==> config.mk <==
export PLATFORM = sky130hd
export DESIGN_NAME = reg_dump_uart_tx
export DESIGN_NICKNAME = d
export VERILOG_FILES = /design/src/rtl/dbg_dump_pkg.sv /design/src/rtl/uart_tx_byte.sv /design/src/rtl/reg_dump_uart_tx.sv
export SDC_FILE = /design/constraint.sdc
export NUM_CORES = 1
export LEC_CHECK = 0
export BUFFER_PORTS_ARGS = -buffer_cell sky130_fd_sc_hd__buf_2
export CORE_MARGIN = 10
export CORE_UTILIZATION = 40
export DETAILED_ROUTE_END_ITERATION = 6
export GPL_ROUTABILITY_DRIVEN = 0
export HOLD_SLACK_MARGIN = 0.08
export SLEW_MARGIN = 20
export SYNTH_ARGS = -nofsm -noshare
export SYNTH_HDL_FRONTEND = slang
export SYNTH_SLANG_ARGS = --single-unit
==> constraint.sdc <==
create_clock -name CLK -period 3.1 [get_ports CLK]
set_input_delay 0.31 -clock CLK [delete_from_list [all_inputs] [get_ports CLK]]
set_output_delay 0.31 -clock CLK [all_outputs]
set_load 0.02 [all_outputs]
==> src/rtl/dbg_dump_pkg.sv <==
// ============================================================================
// dbg_dump_pkg : shared types and constants for the register-dump UART path
// Revision: 1.0
// ============================================================================
`default_nettype none

package dbg_dump_pkg;

    typedef enum logic [2:0] {
        ST_IDLE    = 3'd0,
        ST_SETUP   = 3'd1,
        ST_CAPTURE = 3'd2,
        ST_SEND    = 3'd3,
        ST_WAIT    = 3'd4,
        ST_FINISH  = 3'd5
    } dump_state_t;

    localparam int   BYTES_PER_REG        = 4;
    localparam logic START_BIT            = 1'b0;
    localparam logic STOP_BIT             = 1'b1;
    localparam int   DATA_BITS            = 8;
    localparam int   DEFAULT_CLKS_PER_BIT = 434;

    // Most significant byte goes out first.
    function automatic logic [7:0] word_byte(input logic [31:0] word, input logic [1:0] idx);
        logic [7:0] sel;
        case (idx)
            2'd0:    sel = word[31:24];
            2'd1:    sel = word[23:16];
            2'd2:    sel = word[15:8];
            default: sel = word[7:0];
        endcase
        return sel;
    endfunction

endpackage

`default_nettype wire

==> src/rtl/uart_tx_byte.sv <==
// ============================================================================
// uart_tx_byte : single-byte UART 8N1 transmitter, LSB first
// Revision: 1.0
// ============================================================================
`default_nettype none

module uart_tx_byte
    import dbg_dump_pkg::*;
#(
    parameter int CLKS_PER_BIT = DEFAULT_CLKS_PER_BIT
) (
    input  logic       CLK,
    input  logic       RESET,
    input  logic       byte_start,
    input  logic [7:0] byte_data,
    output logic       TX,
    output logic       byte_busy,
    output logic       byte_done
);

    localparam int             CNT_W    = (CLKS_PER_BIT > 2) ? $clog2(CLKS_PER_BIT) : 1;
    localparam logic [CNT_W-1:0] CNT_LAST = CNT_W'(CLKS_PER_BIT - 1);
    localparam logic [CNT_W-1:0] CNT_DONE = CNT_W'(CLKS_PER_BIT - 2);
    localparam logic [3:0]     LAST_DATA = 4'(DATA_BITS);
    localparam logic [3:0]     STOP_IDX  = 4'(DATA_BITS + 1);

    logic [CNT_W-1:0] clk_cnt;
    logic [3:0]       bit_idx;
    logic [7:0]       shreg;

    // bit_idx: 0 = start bit, 1..8 = data bits, 9 = stop bit
    always_ff @(posedge CLK) begin
        if (RESET) begin
            TX        <= STOP_BIT;
            byte_busy <= 1'b0;
            byte_done <= 1'b0;
            clk_cnt   <= '0;
            bit_idx   <= '0;
            shreg     <= '0;
        end else begin
            byte_done <= 1'b0;
            if (!byte_busy) begin
                if (byte_start) begin
                    byte_busy <= 1'b1;
                    TX        <= START_BIT;
                    shreg     <= byte_data;
                    clk_cnt   <= '0;
                    bit_idx   <= '0;
                end
            end else begin
                // Registered so the pulse lands in the final stop-bit cycle.
                byte_done <= (bit_idx == STOP_IDX) && (clk_cnt == CNT_DONE);
                if (clk_cnt == CNT_LAST) begin
                    clk_cnt <= '0;
                    if (bit_idx == STOP_IDX) begin
                        byte_busy <= 1'b0;
                        bit_idx   <= '0;
                    end else begin
                        bit_idx <= bit_idx + 4'd1;
                        if (bit_idx == LAST_DATA) begin
                            TX <= STOP_BIT;
                        end else begin
                            TX    <= shreg[0];
                            shreg <= shreg >> 1;
                        end
                    end
                end else begin
                    clk_cnt <= clk_cnt + 1'b1;
                end
            end
        end
    end

endmodule

`default_nettype wire

==> src/rtl/reg_dump_uart_tx.sv <==
// ============================================================================
// reg_dump_uart_tx : walks the register-file debug port and streams each word
//                    out over UART as four bytes, MSB byte first
// Revision: 1.0
// ============================================================================
`default_nettype none

module reg_dump_uart_tx
    import dbg_dump_pkg::*;
#(
    parameter int CLKS_PER_BIT = DEFAULT_CLKS_PER_BIT,
    parameter int FIRST_REG    = 0,
    parameter int LAST_REG     = 31
) (
    input  logic        CLK,
    input  logic        RESET,
    input  logic        START,
    output logic [4:0]  DEBUG_ADDR,
    input  logic [31:0] DEBUG_DATA,
    output logic        TX,
    output logic        BUSY,
    output logic        DONE
);

    localparam logic [4:0] FIRST_ADDR = 5'(FIRST_REG);
    localparam logic [4:0] LAST_ADDR  = 5'(LAST_REG);
    localparam logic [1:0] LAST_BYTE  = 2'(BYTES_PER_REG - 1);

    dump_state_t state;
    logic [31:0] word;
    logic [1:0]  byte_idx;
    logic        byte_start;
    logic [7:0]  byte_data;
    logic        byte_busy;
    logic        byte_done;

    always_ff @(posedge CLK) begin
        if (RESET) begin
            state      <= ST_IDLE;
            BUSY       <= 1'b0;
            DONE       <= 1'b0;
            DEBUG_ADDR <= FIRST_ADDR;
            word       <= '0;
            byte_idx   <= '0;
            byte_start <= 1'b0;
            byte_data  <= '0;
        end else begin
            byte_start <= 1'b0;
            DONE       <= 1'b0;
            case (state)
                ST_IDLE: begin
                    if (START) begin
                        state      <= ST_SETUP;
                        BUSY       <= 1'b1;
                        DEBUG_ADDR <= FIRST_ADDR;
                    end
                end
                ST_SETUP: begin
                    state <= ST_CAPTURE;
                end
                ST_CAPTURE: begin
                    // One snapshot per register; later changes on DEBUG_DATA are not seen.
                    word       <= DEBUG_DATA;
                    byte_idx   <= '0;
                    byte_data  <= word_byte(DEBUG_DATA, 2'd0);
                    byte_start <= 1'b1;
                    state      <= ST_SEND;
                end
                ST_SEND: begin
                    if (byte_busy) begin
                        byte_start <= 1'b1;
                    end else begin
                        state <= ST_WAIT;
                    end
                end
                ST_WAIT: begin
                    if (byte_done) begin
                        if (byte_idx != LAST_BYTE) begin
                            byte_idx   <= byte_idx + 2'd1;
                            byte_data  <= word_byte(word, byte_idx + 2'd1);
                            byte_start <= 1'b1;
                            state      <= ST_SEND;
                        end else if (DEBUG_ADDR == LAST_ADDR) begin
                            DONE  <= 1'b1;
                            state <= ST_FINISH;
                        end else begin
                            DEBUG_ADDR <= DEBUG_ADDR + 5'd1;
                            state      <= ST_SETUP;
                        end
                    end
                end
                ST_FINISH: begin
                    BUSY  <= 1'b0;
                    state <= ST_IDLE;
                end
                default: begin
                    state <= ST_IDLE;
                end
            endcase
        end
    end

    uart_tx_byte #(
        .CLKS_PER_BIT(CLKS_PER_BIT)
    ) u_byte (
        .CLK       (CLK),
        .RESET     (RESET),
        .byte_start(byte_start),
        .byte_data (byte_data),
        .TX        (TX),
        .byte_busy (byte_busy),
        .byte_done (byte_done)
    );

endmodule

`default_nettype wire

Word level (Yosys, flattened, before mapping)
Index checks and enable logic that the tools add are counted.
{"block": "totals", "regBits": 77, "latchBits": 0, "ramBits": 0, "rom_bits": 0, "inputBits": 35, "out_inout_bits": 8, "wordCells": 105, "mem_count": 0}
{"block": "classes", "addsub": 4, "n_mul": 0, "div": 0, "n_lt_le_gt_ge": 0, "n_eq_ne": 22, "shift": 0, "muxes": 46, "bitwise": 3, "n_reduce_logical": 16}
{"op": "$mux 8", "n": 7}
{"op": "$mux 9", "n": 3}
{"op": "$pmux 8 s3", "n": 1}
{"op": "$mux 5", "n": 4}
{"op": "$eq 9x9->1 const B", "n": 2}
{"op": "$ne 2x2->1 const B", "n": 9}
{"op": "$mux 4", "n": 4}
{"op": "$pmux 8 s2", "n": 1}
{"op": "$mux 3", "n": 5}
{"op": "$pmux 3 s5", "n": 1}
{"op": "$mux 1", "n": 14}
{"op": "$pmux 5 s2", "n": 1}
{"op": "$add 9x1->9 const B", "n": 1}
{"op": "$reduce_and 3->1", "n": 3}
{"op": "$eq 4x4->1 const B", "n": 2}
{"op": "$reduce_bool 2->1", "n": 4}
{"op": "$eq 3x2->1 const B", "n": 2}
{"op": "$eq 3x3->1 const B", "n": 2}
{"op": "$add 5x1->5 const B", "n": 1}
{"op": "$eq 5x5->1 const B", "n": 1}
{"op": "$reduce_and 5->1", "n": 1}
{"op": "$add 4x1->4 const B", "n": 1}
{"op": "$mux 2", "n": 2}
{"op": "$pmux 2 s2", "n": 1}
{"op": "other kinds (15)", "n": 18}

Logic depth before layout (Yosys ltp)
Gate-level depths: netlist of the first run.
{"block": "logic_depth", "word_depth": 6, "ltp_mapped": 8, "ltp_nobuf": 7}

Hierarchy
A second synthesis of the first run with hierarchy kept.
{"block": "hier_totals", "cells_unflattened": 431, "area_unflattened_um2": 3714.8}
{"mod": "reg_dump_uart_tx", "n_inst": 1, "cells_each": 294, "area_each_um2": 2471.1, "seq_area_each_um2": 1061.0}
{"mod": "uart_tx_byte", "n_inst": 1, "cells_each": 137, "area_each_um2": 1243.7, "seq_area_each_um2": 480.5}

Worst setup path after synthesis of the first run
OpenSTA, ideal clock, no wires.
{"block": "synth_timing", "kind": "register -> register", "start": "reg DEBUG_ADDR[0]", "end": "reg DEBUG_ADDR[2]", "setup_ps": 124, "arrival_ps": 1755, "required_time_ps": 2976, "setup_slack_ps": 1221, "path_stages_with_launch": 8, "path_buffers": 0, "period_less_slack_ps": 1879, "path_cell_list": "dfxtp_1 -> ha_1 -> and3_1 -> ha_1 -> nand4b_1 -> a21oi_1 -> a21bo_2 -> a21oi_1"}
{"block": "synth_via", "elab_chain_cells": 5, "elab_cells_between_ends": 8, "classes_between": "1 x add/sub; 2 x eq/ne; 4 x mux; 1 x reduce/logical"}
{"element": "start: declaration", "line": "reg_dump_uart_tx.sv:18", "rtl": "output logic [4:0] DEBUG_ADDR,"}
{"element": "start signal: assignment", "line": "reg_dump_uart_tx.sv:87", "rtl": "DEBUG_ADDR <= DEBUG_ADDR + 5'd1;"}
{"element": "$add 5x1->5", "line": "reg_dump_uart_tx.sv:87"}
{"element": "$mux 5", "line": "reg_dump_uart_tx.sv:83", "rtl": "end else if (DEBUG_ADDR == LAST_ADDR) begin"}
{"element": "$mux 5", "line": "reg_dump_uart_tx.sv:78", "rtl": "if (byte_idx != LAST_BYTE) begin"}
{"element": "$mux 5", "line": "reg_dump_uart_tx.sv:77", "rtl": "if (byte_done) begin"}
{"element": "$pmux 5 s2", "line": "reg_dump_uart_tx.sv:50", "rtl": "case (state)"}
Parallel ways exist; a longest one is shown, timed or not. The select of a mux whose other input is x is not followed.
A chain may end at the register's enable or synchronous reset.

Final worst setup path of the first run
{"block": "layout_timing", "start": "reg state[2]", "end": "reg byte_data[2]"}
{"block": "layout_via", "elab_chain_cells": 3, "elab_cells_between_ends": 7, "classes_between": "4 x eq/ne; 1 x mux; 2 x reduce/logical"}
{"element": "start: declaration", "line": "reg_dump_uart_tx.sv:29", "rtl": "dump_state_t state;"}
{"element": "start signal: assignment", "line": "reg_dump_uart_tx.sv:39", "rtl": "state <= ST_IDLE;"}
{"element": "start signal: assignment", "line": "reg_dump_uart_tx.sv:53", "rtl": "state <= ST_SETUP;"}
{"element": "start signal: assignment", "line": "reg_dump_uart_tx.sv:59", "rtl": "state <= ST_CAPTURE;"}
{"element": "$eq 3x3->1 or $eq 3x2->1 (tied branches)", "line": "reg_dump_uart_tx.sv:50"}
{"element": "$ne 2x2->1 (no source line) (tied with other cells)"}
{"element": "$reduce_and 3->1 (no source line)"}
{"element": "end signal: assignment", "line": "reg_dump_uart_tx.sv:65", "rtl": "byte_data <= word_byte(DEBUG_DATA, 2'd0);"}
{"element": "end signal: assignment", "line": "reg_dump_uart_tx.sv:80", "rtl": "byte_data <= word_byte(word, byte_idx + 2'd1);"}
{"element": "end: declaration", "line": "reg_dump_uart_tx.sv:33", "rtl": "logic [7:0] byte_data;"}
Parallel ways exist; a longest one is shown, timed or not.

==> insert_results.sql, run 1 <==
INSERT INTO impl_metrics (metric_group, metric, value, unit) VALUES
('run_status', 'outcome', 'complete, no violations', ''),
('synth', 'synth.yosys.warnings', '0', ''),
('grt', 'grt-ovfl-total', '0', ''),
('sta', 'share_of_the_clock_period_used_by_the_worst_path_after_layout', '74.22', '%'),
('sta', 'finalMaxSlewViolations', '0', ''),
('setup_path', 'critical_path_class', 'flip-flop to flip-flop', ''),
('finish', 'final_util', '46.11', '%'),
('clock_tree', 'cts.hold.buffers_added', '0', ''),
('sta', 'maximum_clock_skew_at_final_layout', '0.01017', 'ns'),
('sta', 'finalWorstPathRequiredPeriod', '2.301', 'ns'),
('grt', 'grt_use_total', '12.92', '%'),
('worst_hold_path', 'hold_end', 'word[21]', ''),
('synth', 'synthCells', '441', ''),
('sta', 'finalSetupViolations', '0', ''),
('sta', 'tns', '0', 'ns'),
('finish', 'drive_gt1_share', '15.68', '%'),
('route', 'dr.first_iter.drc_count', '163', ''),
('grt', 'wire_length_of_the_first_global_routing_pass', '14120', 'um'),
('sta', 'maxSlewHeadroom', '42.36', '%'),
('synth', 'postSynth.topFlopCell', 'dfxtp_1', ''),
('setup_path', 'r2r_cells', '4', ''),
('clock_tree', 'cts-buffers-inserted', '9', ''),
('setup_path', 'rr_startpoint', 'state[2]', ''),
('synth', 'edff_count_synth', '0', ''),
('route', 'drcViolationCount', '0', ''),
('finish', 'num-fill-cells', '881', ''),
('synth', 'asyncSetResetFlopFracSynth', '0', '%'),
('power_and_ir_drop', 'peakVddDrop', '0.2468', 'mV'),
('clock_tree', 'worst_setup_hold_path_clk_slew', '0.09', 'ns'),
('finish', 'number_of_diodes_added_for_antenna_fixing', '0', ''),
('finish', 'mostFrequentLayoutCell', 'nand2_1', ''),
('grt', 'grt_antenna_before_repair', '0', ''),
('setup_path', 'worst_reg2reg_setup_slack', '0.80', 'ns'),
('clock_tree', 'cts_tree', 'done', ''),
('route', 'vias', '3068', ''),
('finish', 'layout_common_cells', 'nand2_1 (87), dfxtp_1 (77), a21oi_1 (65)', ''),
('setup_path', 'critPathLaunchType', 'flip-flop', ''),
('synth', 'synth.lib_cells_used.distinct', '51', ''),
('setup_path', 'worst-endpoint-required', '3.37', 'ns'),
('finish', 'multiInputGateArea', '1832', 'um^2'),
('worst_hold_path', 'worst_hold_path_type', 'input pin to flip-flop', ''),
('synth', 'synth_seq_area_share', '43.43', '%'),
('synth', 'synth_seq_cells', '77', ''),
('setup_path', 'worstSetupEndpointType', 'flip-flop', ''),
('power_and_ir_drop', 'power.leakage', '0.001507', 'uW'),
('floorplanning', 'die_span_y', '114.2', 'um'),
('job', 'drv.max_cap_violation_count', '0', ''),
('clock_tree', 'cts_root_buf', 'clkbuf_8', ''),
('synth', 'synth.cell_area', '3550', 'um^2'),
('synth', 'synth_largest_area_cell', 'dfxtp_1', ''),
('power_and_ir_drop', 'power-per-cell-area', '541.3', 'nW/um^2'),
('synth', 'netlist.area_leader.share', '43.43', '%'),
('floorplanning', 'floorplan.die_area', '13040', 'um^2'),
('finish', 'final-instance-count-excl-fill', '580', ''),
('sta', 'worst-slew-pin-transition', '0.8646', 'ns'),
('place', 'dp_hpwl', '5736', 'um'),
('floorplanning', 'initial_core_util', '40.90', '%'),
('clock_tree', 'cts_repair_resize_count', '0', ''),
('synth', 'syn_area_per_cell', '8.049', 'um^2'),
('floorplanning', 'rows', '34', ''),
('route', 'via_per_inst', '5.290', ''),
('floorplanning', 'floorplan.die.width', '114.2', 'um'),
('worst_hold_path', 'hold_path.startpoint', 'DEBUG_DATA[21]', ''),
('route', 'wirelength', '8252', 'um'),
('place', 'dp_cells', '564', ''),
('setup_path', 'reg2reg_to', 'byte_data[2]', ''),
('sta', 'rsz_0062_raised_after_global_routing', 'no', ''),
('finish', 'final_nets', '512', ''),
('clock_tree', 'clk-insertion-delay-late', '0.35', 'ns'),
('floorplanning', 'boundaryPins', '43', ''),
('setup_path', 'worstPathMaxFanout', '19', '');
## layer usage
metal	part of all wire, %	vias to the layer above	GRT usage [%]
met4	1.5	0	4.845
met3	3.2	10	3.249
met1	50	1423	17.05
met5	0	-	0
li1	-	1592	-
met2	45	43	19.82
## area by class of cell
cell class	instances	area share (%)
Clock buffer	9	3.096
Clock inverter	7	1.907
Inverter	16	1.501
Multi-Input combinational cell	318	45.78
Sequential cell	77	38.52
Tap cell	108	3.377
Timing Repair Buffer	45	5.816
## synthesized netlist by cell type, types with 2 or more instances
cell type / count
a211oi_1: 5
a211oi_2: 3
a21oi_1: 65
a221oi_1: 8
a22oi_1: 8
a31oi_1: 5
and3_1: 4
buf_2: 2
clkbuf_1: 26
dfxtp_1: 77
ha_1: 10
inv_1: 16
mux2i_1: 7
nand2_1: 87
nand2b_1: 4
nand3_1: 8
nand3b_1: 2
nand4_1: 4
nor2_1: 28
nor2b_1: 5
nor3_1: 16
nor3b_1: 3
nor4b_1: 2
o21ai_0: 10
o21bai_1: 3
o41ai_1: 2
or3_1: 4
xnor2_1: 3
xor2_1: 2
## worst max-delay path by stage
stage	to	start	slack (ns)
finish	byte_data[2]	state[2]	0.80
global route	byte_data[2]	state[2]	0.56
CTS	byte_data[0]	state[2]	0.77
detailed placement	byte_data[0]	state[2]	0.81
global placement	byte_data[0]	state[2]	0.90
floorplan	DEBUG_ADDR[2]	DEBUG_ADDR[0]	1.22
## worst max-delay path, stage by stage (launching register included)
cell and delay [ns]:
dfxtp_1 0.50, or3b_2 0.67, o22ai_1 0.73, a221oi_1 0.12
nor3_1 0.20
## registers in the layout (all words and copies together), names as in the netlist, 2 cells and up
register	count
u_byte.shreg	8
u_byte.clk_cnt	9
byte_idx	2
DEBUG_ADDR	5
state	3
byte_data	8
u_byte.bit_idx	4
word	32
## per-stage QoR
step | area (um^2) | total power, uW | hold slack [ns] | setup WS (ns)
after detailed placement | 3800 | 1425 | 0.4462 | 0.8069
after floorplan | 3550 | 1339 | 0.4360 | 1.221
final | 4001 | 2166 | 0.1814 | 0.7992
after global placement | 3800 | 1418 | 0.4426 | 0.8980
after CTS | 4000 | 2193 | 0.1667 | 0.7712
after global routing | 4001 | 2284 | 0.1664 | 0.5645
## cells by family after synthesis
logic type               share of synthesized area [%]
flip-flops                                       43.43
AO/OA/AOI/OAI                                    22.07
AND/OR/NAND/NOR                                  22.31
multiplexers                                     2.291
adder cells (fa/ha/maj)                          3.525
XOR/XNOR                                         1.234
buffers and inverters                            5.146
## power by group
group          internal, uW  switching [uW]
combinational           114             180
sequential             1060            51.6
clock                   374             389
total                  1550             620
Power figures use the tool's default switching activity.
==> run 2, diff against run 1 <==
clock period = 2.3 ns   (was 3.1 ns; I/O delays follow)
==> run 2 against run 1 <==
Compared with the run above:
- fmax is 17% higher
- utilization up 1.1 points
- critical endpoint is now DEBUG_ADDR[2]
- count of clock-buffer cells in the layout did not move
- final cell count rose by 1.7%
- sequential share of layout area fell by 0.89 points
- largest cell class unchanged
- register-to-register slack worse by 0.47 ns
- clock skew is 0.0031 ns lower
- flip-flop and latch count unchanged
- total power increased by 41%
- cell area increased by 2.4%
- clock power increased by 49%
==> insert_results.sql, run 2 (synthesis gave the netlist of run 1 again) <==
INSERT INTO impl_metrics (metric_group, metric, value, unit) VALUES
('run_status', 'outcome', 'complete, no violations', ''),
('grt', 'grt_antenna_before_repair', '0', ''),
('worst_hold_path', 'worst_hold_path_type', 'input pin to flip-flop', ''),
('place', 'dp_hpwl', '6022', 'um'),
('finish', 'largest_register_ffs', '32', ''),
('route', 'wirelength', '8423', 'um'),
('clock_tree', 'maximum_buffer_depth_of_the_clock_tree', '2', ''),
('setup_path', 'reg2reg_to', 'DEBUG_ADDR[2]', ''),
('clock_tree', 'cts_tree', 'done', ''),
('finish', 'seq_area', '1541', 'um^2'),
('place', 'dp_cells', '574', ''),
('finish', 'multiInputGateArea', '1831', 'um^2'),
('sta', 'finalWorstPathRequiredPeriod', '1.968', 'ns'),
('clock_tree', 'cts_repair_resize_count', '0', ''),
('sta', 'share_of_the_clock_period_used_by_the_worst_path_after_layout', '85.57', '%'),
('power_and_ir_drop', 'peakVddDrop', '0.3217', 'mV'),
('setup_path', 'critPathLaunchType', 'flip-flop', ''),
('sta', 'tns', '0', 'ns'),
('route', 'routedWlPerCell', '14.28', 'um'),
('clock_tree', 'post-cts-setup-buffer-count', '0', ''),
('route', 'met3WireLength', '360', 'um'),
('route', 'met1Wirelength', '3962', 'um'),
('finish', 'largestRegisters', 'word x32, u_byte.clk_cnt x9', ''),
('finish', 'layout_common_cells', 'nand2_1 (87), dfxtp_1 (77), a21oi_1 (65)', ''),
('setup_path', 'worst-endpoint-required', '2.54', 'ns'),
('clock_tree', 'cts.hold.buffers_added', '0', ''),
('worst_hold_path', 'number_of_stages_on_the_worst_hold_path', '3', ''),
('floorplanning', 'boundaryPins', '43', ''),
('floorplanning', 'die_span_y', '114.2', 'um'),
('floorplanning', 'initial_core_util', '40.90', '%'),
('sta', 'maxSlewHeadroom', '56.62', '%'),
('clock_tree', 'htree_num_levels', '3', ''),
('place', 'io_port_bufs', '42', ''),
('route', 'drt.antenna.violating_nets', '0', ''),
('route', 'dr.first_iter.drc_count', '193', ''),
('finish', 'num-fill-cells', '925', ''),
('finish', 'registers.top_by_ff_count', 'word', ''),
('sta', 'maximum_clock_skew_at_final_layout', '0.007103', 'ns'),
('finish', 'drive_gt1_share', '17.22', '%'),
('clock_tree', 'cts-buffers-inserted', '9', ''),
('floorplanning', 'fp.coreArea', '8678', 'um^2'),
('setup_path', 'worst_reg2reg_setup_slack', '0.33', 'ns'),
('grt', 'grt_use_total', '13.65', '%'),
('clock_tree', 'cts_root_buf', 'clkbuf_8', ''),
('job', 'drv.max_cap_violation_count', '0', ''),
('setup_path', 'r2r_cells', '7', ''),
('finish', 'layout-area-overhead-vs-synth', '15.40', '%'),
('finish', 'number_of_diodes_added_for_antenna_fixing', '0', ''),
('sta', 'worst-slew-pin-transition', '0.6493', 'ns'),
('sta', 'finalMaxSlewViolations', '0', ''),
('worst_hold_path', 'hold_end', 'word[18]', ''),
('finish', 'mostFrequentLayoutCell', 'nand2_1', ''),
('route', 'via_per_inst', '5.214', ''),
('route', 'vias', '3076', ''),
('finish', 'final-instance-count-excl-fill', '590', ''),
('power_and_ir_drop', 'power.leakage', '0.001565', 'uW'),
('grt', 'first_global_vias', '3067', ''),
('clock_tree', 'worst_setup_hold_path_clk_slew', '0.09', 'ns'),
('floorplanning', 'rows', '34', ''),
('floorplanning', 'floorplan.die_area', '13040', 'um^2'),
('route', 'dr_wl_met2', '4004', 'um'),
('sta', 'hold_viol_final', '0', ''),
('clock_tree', 'clk-insertion-delay-late', '0.35', 'ns'),
('clock_tree', 'clock-sinks', '77', ''),
('setup_path', 'worstPathMaxFanout', '7', ''),
('power_and_ir_drop', 'power-per-cell-area', '744.0', 'nW/um^2'),
('sta', 'hold_ws', '0.1098', 'ns'),
('finish', 'final_nets', '522', ''),
('setup_path', 'critical_path_class', 'flip-flop to flip-flop', ''),
('grt', 'wire_length_of_the_first_global_routing_pass', '14820', 'um'),
('setup_path', 'data_arrival_critical_path', '2.20', 'ns'),
('worst_hold_path', 'hold_path.startpoint', 'DEBUG_DATA[18]', ''),
('setup_path', 'rr_startpoint', 'DEBUG_ADDR[0]', ''),
('sta', 'finalSetupViolations', '0', ''),
('grt', 'grt-ovfl-total', '0', ''),
('route', 'drcViolationCount', '0', ''),
('route', 'drt_pass1_iterations', '5', ''),
('finish', 'final_util', '47.20', '%'),
('floorplanning', 'floorplan.die.width', '114.2', 'um'),
('grt', 'grt_start_max_net_pins', '35', ''),
('route', 'route.top_layer_used', 'met4', ''),
('sta', 'rsz_0062_raised_after_global_routing', 'no', ''),
('setup_path', 'worstSetupEndpointType', 'flip-flop', ''),
('sta', 'clock.fmax', '508.1', 'MHz');
run 2: cell types whose count changed in the layout (fill, tap and decap cells not counted), sizes merged:
cell / change
inv: +1
bufinv: +1
buf: +10
clkinv: -2
run 2: per-stage QoR:
stage | setup slack, ns | cell area [um^2] | total power, uW
2_1_floorplan | 0.4210 | 3550 | 1805
4_1_cts | 0.3437 | 4096 | 3095
3_5_place_dp | 0.3550 | 3875 | 1944
5_1_grt | 0.09087 | 4096 | 3230
3_3_place_gp | 0.3984 | 3875 | 1935
6_report | 0.3318 | 4096 | 3048
run 2: layer usage:
metal / global-route usage, % / vias up
met2: 21.18 / 45
li1: - / 1621
met3: 3.564 / 6
met5: 0 / -
met4: 6.015 / 0
met1: 17.41 / 1404
run 2: critical path: stages (launching register included):
cell      delay (ns)
dfxtp_1         0.35
ha_1            0.23
and3_1          0.19
ha_1            0.18
nand4b_1        0.19
a21oi_1         0.45
a21bo_2         0.21
a21oi_1         0.05
run 2: how the worst max path moves through the flow:
stage             startpoint       endpoint  slack [ns]  cells past startpoint
3_3_place_gp   DEBUG_ADDR[0]  DEBUG_ADDR[2]        0.40                      7
3_5_place_dp   DEBUG_ADDR[0]  DEBUG_ADDR[2]        0.35                      7
4_1_cts        DEBUG_ADDR[0]  DEBUG_ADDR[2]        0.34                      7
5_1_grt        DEBUG_ADDR[0]  DEBUG_ADDR[1]        0.09                      7
2_1_floorplan  DEBUG_ADDR[0]  DEBUG_ADDR[2]        0.42                      7
6_report       DEBUG_ADDR[0]  DEBUG_ADDR[2]        0.33                      7
run 2: final cells by class:
| type | instances | area share (%) |
|---|---|---|
| multi-input cells | 318 | 44.69 |
| flip-flops and latches | 77 | 37.63 |
| repair buffers | 55 | 7.514 |
| well taps | 108 | 3.299 |
| clock buffers | 9 | 3.024 |
| clock inverters | 7 | 2.382 |
| inverters | 16 | 1.466 |
run 2: where the power goes:
part	internal (uW)	switching [uW]
clock network	614	522
logic	173	248
registers	1430	65.3
total	2210	835
